### src/rtl/uart_rx.sv
// 8N1 UART receiver: 2-flop input synchroniser, mid-bit sampling FSM,
// first-word-fall-through receive FIFO and sticky framing/overrun flags.
//
// state     | meaning
// IDLE      | line idle, waiting for a low level on rx_s
// START     | half a bit period into the start bit, confirm it is still low
// DATA      | sample 8 data bits LSB first, one per bit period
// STOP      | sample stop bit; high pushes the byte, low flags a framing error
// WAIT_IDLE | after a framing error, hold off until the line returns high
module uart_rx #(
  parameter int CLKS_PER_BIT = 868,
  parameter int FIFO_DEPTH   = 4
) (
  input  logic       clk,
  input  logic       reset,
  input  logic       i_rx,
  output logic [7:0] o_data,
  output logic       o_valid,
  input  logic       i_ready,
  output logic       o_frame_err,
  output logic       o_overrun,
  input  logic       i_clear_err
);

  localparam int CW = $clog2(CLKS_PER_BIT);
  localparam int AW = $clog2(FIFO_DEPTH);
  localparam logic [CW-1:0] HALF_M1 = CW'(CLKS_PER_BIT / 2 - 1);
  localparam logic [CW-1:0] FULL_M1 = CW'(CLKS_PER_BIT - 1);

  typedef enum logic [2:0] {IDLE, START, DATA, STOP, WAIT_IDLE} state_t;

  state_t        state;
  logic [CW-1:0] cnt;
  logic [2:0]    bit_idx;
  logic [7:0]    shift;
  logic          rx_meta;
  logic          rx_s;

  logic [7:0]    mem [FIFO_DEPTH];
  logic [AW-1:0] wr_ptr;
  logic [AW-1:0] rd_ptr;
  logic [AW:0]   count;

  logic stop_tick;
  logic push;
  logic frame_evt;
  logic pop;
  logic full;
  logic do_push;
  logic ovf_evt;

  always_ff @(posedge clk) begin
    if (reset) begin
      rx_meta <= 1'b1;
      rx_s    <= 1'b1;
    end else begin
      rx_meta <= i_rx;
      rx_s    <= rx_meta;
    end
  end

  assign stop_tick = (state == STOP) && (cnt == FULL_M1);
  assign push      = stop_tick && rx_s;
  assign frame_evt = stop_tick && !rx_s;

  always_ff @(posedge clk) begin
    if (reset) begin
      state   <= IDLE;
      cnt     <= '0;
      bit_idx <= '0;
      shift   <= '0;
    end else begin
      case (state)
        IDLE: begin
          if (!rx_s) begin
            state <= START;
            cnt   <= '0;
          end
        end
        START: begin
          if (cnt == HALF_M1) begin
            cnt     <= '0;
            bit_idx <= '0;
            state   <= rx_s ? IDLE : DATA;
          end else begin
            cnt <= cnt + CW'(1);
          end
        end
        DATA: begin
          if (cnt == FULL_M1) begin
            cnt           <= '0;
            shift[bit_idx] <= rx_s;
            if (bit_idx == 3'd7) begin
              bit_idx <= '0;
              state   <= STOP;
            end else begin
              bit_idx <= bit_idx + 3'd1;
            end
          end else begin
            cnt <= cnt + CW'(1);
          end
        end
        STOP: begin
          if (cnt == FULL_M1) begin
            cnt   <= '0;
            state <= rx_s ? IDLE : WAIT_IDLE;
          end else begin
            cnt <= cnt + CW'(1);
          end
        end
        WAIT_IDLE: begin
          if (rx_s) state <= IDLE;
        end
        default: state <= IDLE;
      endcase
    end
  end

  assign o_valid = (count != '0);
  assign o_data  = mem[rd_ptr];
  assign pop     = o_valid && i_ready;
  assign full    = (count == (AW+1)'(FIFO_DEPTH));
  // A full FIFO still accepts the new byte when the head leaves in the same cycle.
  assign do_push = push && (!full || pop);
  assign ovf_evt = push && full && !pop;

  always_ff @(posedge clk) begin
    if (reset) begin
      for (int i = 0; i < FIFO_DEPTH; i++) mem[i] <= '0;
      wr_ptr <= '0;
      rd_ptr <= '0;
      count  <= '0;
    end else begin
      if (do_push) begin
        mem[wr_ptr] <= shift;
        wr_ptr      <= wr_ptr + AW'(1);
      end
      if (pop) rd_ptr <= rd_ptr + AW'(1);
      case ({do_push, pop})
        2'b10:   count <= count + (AW+1)'(1);
        2'b01:   count <= count - (AW+1)'(1);
        default: count <= count;
      endcase
    end
  end

  always_ff @(posedge clk) begin
    if (reset) begin
      o_frame_err <= 1'b0;
      o_overrun   <= 1'b0;
    end else begin
      if (i_clear_err) begin
        o_frame_err <= 1'b0;
        o_overrun   <= 1'b0;
      end
      if (frame_evt) o_frame_err <= 1'b1;
      if (ovf_evt)   o_overrun   <= 1'b1;
    end
  end

endmodule
### config.mk
export PLATFORM = sky130hd
export DESIGN_NAME = uart_rx
export DESIGN_NICKNAME = d
export VERILOG_FILES = /design/src/rtl/uart_rx.sv
export SDC_FILE = /design/constraint.sdc
export NUM_CORES = 1
export LEC_CHECK = 0
export CAP_MARGIN = 10
export CORE_MARGIN = 2
export CORE_UTILIZATION = 55
export DETAILED_ROUTE_END_ITERATION = 10
export PLACE_DENSITY = 0.78
export SLEW_MARGIN = 10
export SYNTH_ARGS = -nofsm -noshare
export SYNTH_HDL_FRONTEND = slang
export SYNTH_SLANG_ARGS = --single-unit
### constraint.sdc
create_clock -name clk -period 4.75 [get_ports clk]
set_input_delay 0.7125 -clock clk [delete_from_list [all_inputs] [get_ports clk]]
set_output_delay 0.7125 -clock clk [all_outputs]
set_load 0.05 [all_outputs]
Yosys cells after proc, flatten, opt, wreduce, memory -nomap -nowiden
Memories as Yosys holds them, arrays and structs flattened. A register that Yosys moved wholly into a read port is not among the register bits.
Cells that the tools add are included.
- add/sub/neg operators: 6
- magnitude comparators: 2
- eq/ne operators: 16
- mux-type cells: 34
- reductions and logical operators: 25
- operators by type and width (operator ; number):
    $mux W10 ; 3
    $mux W3 ; 10
    $pmux W10 S3 ; 1
    $pmux W3 S5 ; 1
    $pmux W3 S2 ; 2
    $add A10 B1 Y10 const B ; 1
    $eq A10 B10 Y1 const B ; 1
    $eq A10 B9 Y1 const B ; 1
    $mux W1 ; 10
    $ne A2 B2 Y1 const B ; 5
    $eq A3 B3 Y1 const B ; 3
    $bwmux W8 ; 1
    $logic_and A1 B1 Y1 ; 8
    $mux W2 ; 4
    $mux W8 ; 1
    $reduce_bool A2 Y1 ; 4
    $reduce_or A8 Y1 ; 1
    $add A3 B1 Y3 const B ; 2
    $eq A3 B2 Y1 const B ; 2
    $reduce_and A6 Y1 ; 1
    $reduce_bool A3 Y1 ; 2
    $add A2 B1 Y2 const B ; 2
    $lt A3 B4 Y1 const B ; 1
    $reduce_and A2 Y1 ; 2
    other kinds (12) ; 14
- flip-flop bits (word level): 35
- RAM bits: 32
- logic and storage cells: 95
- memories kept: 1
- memories (memory ; depth ; bits a word ; read ports ; clocked after Yosys merged registers in ; wr ports ; RTL line ; text):
    mem ; 4 ; 8 ; 1 ; 1 ; 4 ; 39 ; logic [7:0] mem [FIFO_DEPTH];

Longest topological paths before layout
Gate-level depths: netlist of run 1.
- depth in word-level cells: 9
- depth in mapped cells: 8

Worst setup path after synthesis of run 1
Ideal clock, no wire load.
- path kind: register to register
- start: register cnt[0]
- end: memory mem[0][0], enable pin
- data arrival time: 2.116 ns
- required time: 4.421 ns
- slack: 2.304 ns
- cell stages (with the launch flop): 8
- buffers on the path: 1
- period minus slack after synthesis: 2.446 ns
- path through: dfxtp_1 ha_1 nand4bb_1 or3_4 nor4_4 buf_6 nor3b_4 or2_1
- RTL lines (what ; RTL line ; text):
    start: declaration ; 33 ; logic [CW-1:0] cnt;
    start signal: assignment ; 86 ; cnt <= cnt + CW'(1);
    start signal: assignment ; 100 ; cnt <= cnt + CW'(1);
    start signal: assignment ; 108 ; cnt <= cnt + CW'(1);
    end: declaration ; 39 ;

==> out/results.txt, run 1 <==
Max Cap Violations = 0
crit end category = flip-flop
post-synthesis net count = 317
Final setup viols = 0
Layout Nets = 322
HPWL after DPL = 4470 um
Die W = 82.1 um
final wirelength = 6340 um
Initial Utilization = 56.6%
layout cells sized above 1 = 11.7%
P per Cell Area = 427 nW/um2
skew final = 0.0110 ns
post-route DRC violation count = 0
post-synthesis compound-gate area fraction = 6.49%
peak supply drop = 0.324 mV
global route total overflow = 0
Critical Path RT = 4.76 ns
GP Congestion = 0.813
Port Buffer Count = 15
outcome = completed
pin count of the biggest net entering global routing = 44
Tot GR Track Use = 21.6%
routed vias/inst = 5.81
Syn Std Cell Area = 3350 um2
kind of critical path = reg2reg
n_diodes = 0
RSZ-0062 raised after global routing = no
Slowest-stage cell, CP = nor4_4
post-synthesis sequential area ratio = 50.7%
Period minus WS final = 3.01 ns
# rows = 28
Synth Area in XOR/XNOR = 1.83%
critical path's largest stage delay = 0.51 ns
antenna violations before repair = 0
synthesized area per cell = 10.9 um2
Synth Area in Simple Gates = 27.0%
CTS hold repair buffers = 0
# Post-CTS Setup Buffers = 0
core area = 5920 um2
Tcrit/Tclk final = 63.5%
CP Data Arrival Time = 3.02 ns
area grow syn2layout = 10.7%
Main synth FF type = dfxtp_1
Die Y = 82.1 um
first drt pass iteration count = 4
clock sink total = 69
Post-synth EDFFs = 32
global-route wire length before repair = 10600 um
DRT iter0 DRCs = 167
Yosys cell types = 54
register bit count reported by yosys = 69
setup_tns = 0 ns
I/O pin count = 16
Mapped Cells = 307
Worst Max-Slew Pin Slew = 0.711 ns
HP Class = reg2reg
CTS buffer count = 9
Peak Freq = 332 MHz
slew margin rel. = 52.5%
die area = 6740 um2
CP Launch Type = flip-flop
WL/cell = 16.2 um
multiplexer area fraction after synthesis = 8.10%
antenna-violating nets left = 0
clk root buf = clkbuf_8
crit path max fanout = 11
Ys Warns = 0
final hold vios = 0
H-tree levels = 3
vias in the first global route = 2109
Hold WS = 0.408 ns
Clock transition at path regs = 0.08 ns
clock buffer depth = 2
Synth Area in Adders = 2.09%
# resized after CTS = 0
clock latency on the worst-skew pair = 0.35 ns
total number of vias = 2277
clock tree from TritonCTS = done
Post-synth ARST share = 0%
max-slew violations = 0
Leak Pwr = 1.26 nW
largest family of logic cells by synthesized area = simple AND/OR/NAND/NOR gates
crit path cell chain = ha_1, nand4bb_1, or3_4, nor4_4, nor3b_4, or2_1
[power breakdown]
group | leakage, nW | internal (mW) | switching (mW) | total (mW)
combinational | 0.522 | 0.157 | 0.223 | 0.380
sequential | 0.629 | 0.657 | 0.0530 | 0.710
clock | 0.103 | 0.261 | 0.235 | 0.496
[layout make-up]
class | count | area [um2]
flip-flops and latches | 69 | 1700
inverters | 7 | 26.3
fillers | 445 | 2210
clock inverters | 6 | 70.1
clock buffers | 10 | 138
repair buffers | 16 | 158
multi-input cells | 209 | 1530
well taps | 75 | 93.8
[flip-flops by register name (all words and copies together) (netlist names), named ones only]
signal / flops
bit_idx: 3
mem: 32
o_frame_err: 1
cnt: 10
shift: 8
rx_meta: 1
rd_ptr: 2
o_overrun: 1
wr_ptr: 2
state: 3
rx_s: 1
count: 3
[per-layer routing]
layer  vias to the layer above  GRT usage, %  share of wire [%]
li1                       1134             -                  -
met1                      1077          28.3                 45
met2                        53          35.3                 49
met3                        13          3.63                3.8
met4                         0          9.50                2.1
met5                         -             0                  0
[metrics by stage]
step | power [mW] | util [%] | area, um2 | setup slack (ns) | std cells
CTS | 1.59 | 62.7 | 3710 | 1.70 | 392
global route | 1.66 | 62.7 | 3710 | 1.51 | 392
global placement | 1.10 | 59.2 | 3510 | 1.84 | 376
finish | 1.59 | 62.7 | 3710 | 1.74 | 392
detailed placement | 1.11 | 59.2 | 3510 | 1.68 | 376
floorplan | 1.01 | - | 3350 | 2.30 | 307
[cells in the mapped netlist, types with 3 or more instances]
cell type | instances | share of area, %
nor2_1 | 26 | 2.9
nand4b_1 | 6 | 1.6
dfxtp_1 | 37 | 22
or2_1 | 3 | 0.56
nor4_1 | 6 | 1.1
and2_1 | 33 | 6.2
nand3b_1 | 3 | 0.67
o31ai_1 | 3 | 0.67
edfxtp_1 | 32 | 29
or3_1 | 6 | 1.1
mux2i_1 | 8 | 2.4
buf_1 | 4 | 0.45
nand4_1 | 4 | 0.75
nor3_1 | 7 | 1.0
nor3b_1 | 3 | 0.67
a31oi_1 | 5 | 0.93
nor4b_2 | 4 | 1.8
ha_1 | 4 | 1.5
buf_2 | 4 | 0.60
and3_1 | 4 | 0.75
inv_1 | 7 | 0.78
mux4_2 | 8 | 5.4
a21oi_1 | 10 | 1.5
nand2_1 | 19 | 2.1
nand3_1 | 6 | 0.90
o21ai_0 | 3 | 0.45
xnor2_1 | 5 | 1.3
clkbuf_1 | 12 | 1.3
[placed cells by master (no fill, tap or decap), types with 7 or more instances in the layout]
cell type / Yosys / layout
a21oi_1: 10 / 10
and2_1: 33 / 33
clkbuf_8: 0 / 10
clkdlybuf4s50_1: 0 / 15
dfxtp_1: 37 / 37
edfxtp_1: 32 / 32
inv_1: 7 / 7
mux2i_1: 8 / 8
mux4_2: 8 / 8
nand2_1: 19 / 19
nor2_1: 26 / 26
nor3_1: 7 / 7
[final timing paths]
kind         startpoint  slack [ns]        end  cells past startpoint
max reg2reg      cnt[0]        1.74  mem[0][2]                      6
max              cnt[0]        1.74  mem[0][2]                      6
min             rx_meta        0.41       rx_s                      1
min reg2reg     rx_meta        0.41       rx_s                      1
[worst max-delay path: cells and delay by family (launching register included)]
family	cells	cell delay, ns
adders and majority gates	1	0.24
DFF	1	0.43
and+or+nand+nor	5	2.01
[cell families (layout without fill, tap and decap cells)]
logic type	after synthesis	after routing
AO/OA/AOI/OAI	33	33
flip-flops	69	69
adder cells (fa/ha/maj)	5	5
XOR/XNOR	7	7
multiplexers	17	17
buffers and inverters	29	39
AND/OR/NAND/NOR	147	147
Power figures use the tool's default switching activity.
==> run 2, diff against run 1 <==
Settings changed: CORE_UTILIZATION 55 to 54, PLACE_DENSITY 0.78 to 0.79.
Clock period 4.75 ns to 2.65 ns, I/O delays scaled along.
==> out/results.txt, run 2 (synthesized netlist as in run 1, its figures left out) <==
commonest non-fill, non-tap cell in the layout = dfxtp_1
antenna violations before repair = 0
clock buffer depth = 2
skew final = 0.00599 ns
Worst R2R Path Depth = 6
RSZ-0062 raised after global routing = no
Period minus WS final = 2.48 ns
final worst setup slack = 0.174 ns
peak supply drop = 0.781 mV
Leak Pwr = 1.31 nW
CTS buffer count = 9
die area = 6860 um2
outcome = completed
clk root buf = clkbuf_8
max FFs per register = 32
r2r startpoint = cnt[0]
CP Launch Type = flip-flop
Biggest register = mem
Die W = 82.8 um
clock latency on the worst-skew pair = 0.34 ns
CTS hold repair buffers = 0
critical path's largest stage delay = 0.72 ns
Layout Nets = 334
CP Data Arrival Time = 2.08 ns
slew margin rel. = 54.0%
kind of critical path = reg2out
global route total overflow = 0
end of the worst register-to-register path = mem[0][1]
HP Class = reg2reg
final wirelength = 6410 um
Setup WS pre-CTS = 0.0653 ns
GP Congestion = 0.884
vias in the first global route = 2280
FF/Latch Area = 1700 um2
area taken by multi-input logic gates = 1540 um2
final hold vios = 0
post-route DRC violation count = 0
Tcrit/Tclk final = 93.4%
DRT iter0 DRCs = 217
max-slew violations = 0
Worst Max-Slew Pin Slew = 0.683 ns
P per Cell Area = 741 nW/um2
routed vias/inst = 5.79
layout cells sized above 1 = 15.8%
Final setup viols = 0
antenna-violating nets left = 0
Fillers = 475
crit path max fanout = 8
Initial Utilization = 56.3%
clock tree from TritonCTS = done
hold path depth = 1
Peak Freq = 404 MHz
R2R setup slack = 0.21 ns
hold_sp = rx_meta
Tot GR Track Use = 20.1%
crit end category = primary output
Critical Path RT = 2.25 ns
most frequent cells in the layout = dfxtp_1, and2_1, edfxtp_1, nor2_1, nand2_1
# rows = 28
setup_tns = 0 ns
WL/cell = 15.9 um
clock sink total = 69
Port Buffer Count = 15
crit path cell chain = buf_4, mux4_2, clkdlybuf4s50_1
I/O pin count = 16
first drt pass iteration count = 4
area grow syn2layout = 13.2%
Slowest-stage cell, CP = clkdlybuf4s50_1
HPWL after DPL = 4570 um
Min-Delay Endpoint = rx_s
Largest regs = mem x32, cnt x10, shift x8
global-route wire length before repair = 10900 um
n_diodes = 0
Max Cap Violations = 0
core area = 5960 um2
pin count of the biggest net entering global routing = 43
H-tree levels = 3
total number of vias = 2338
Clock transition at path regs = 0.07 ns
Die Y = 82.8 um
-- run 2: metal layers --
layer	up-vias	global-route usage [%]	wire length, um
met2	43	33.7	3280
met3	4	3.48	197
met4	0	9.09	47
met5	-	0	0
met1	1140	25.4	2880
li1	1151	-	-
-- run 2: where the power goes --
part,switching [mW],internal (mW)
sequential,0.0597,1.18
clock,0.395,0.435
combinational,0.442,0.306
total,0.897,1.92
-- run 2: area by class of cell --
| class | count | area share, % |
|---|---|---|
| inverter | 7 | 0.692 |
| tap | 75 | 2.47 |
| clock inverter | 6 | 1.68 |
| sequential | 69 | 44.8 |
| timing repair buffer | 28 | 6.53 |
| multi-input combinational | 209 | 40.4 |
| clock buffer | 10 | 3.36 |
-- run 2: worst max-delay path by stage --
stage,start,slack [ns],endpoint
finish,flip-flop,0.17,o_data[1]
global route,cnt[0],0.04,mem[0][3]
CTS,cnt[0],0.05,mem[0][3]
detailed placement,cnt[0],0.07,mem[0][5]
global placement,cnt[0],0.19,mem[0][5]
floorplan,cnt[0],0.20,mem[0][0]
-- run 2: critical path, delay by kind of cell, from the launching register on --
family	cells	cell delay, ns
DFF	1	0.31
muxes	1	0.51
buffers and inverters	2	0.91
-- run 2: repair_timing --
action,4_1_cts,5_1_grt
gates resized for setup,0,4
setup buffers,0,0
endpoints found under the setup margin,0,32
-- run 2: per-stage QoR --
stage | cells | cell area, um2 | power (mW) | hold WS [ns] | util (%)
2_1_floorplan | 307 | 3350 | 1.81 | 0.389 | -
3_3_place_gp | 388 | 3600 | 1.99 | 0.391 | 60.4
3_5_place_dp | 388 | 3600 | 2.01 | 0.398 | 60.4
4_1_cts | 404 | 3790 | 2.84 | 0.415 | 63.6
5_1_grt | 404 | 3800 | 2.96 | 0.422 | 63.7
6_report | 404 | 3800 | 2.81 | 0.416 | 63.7
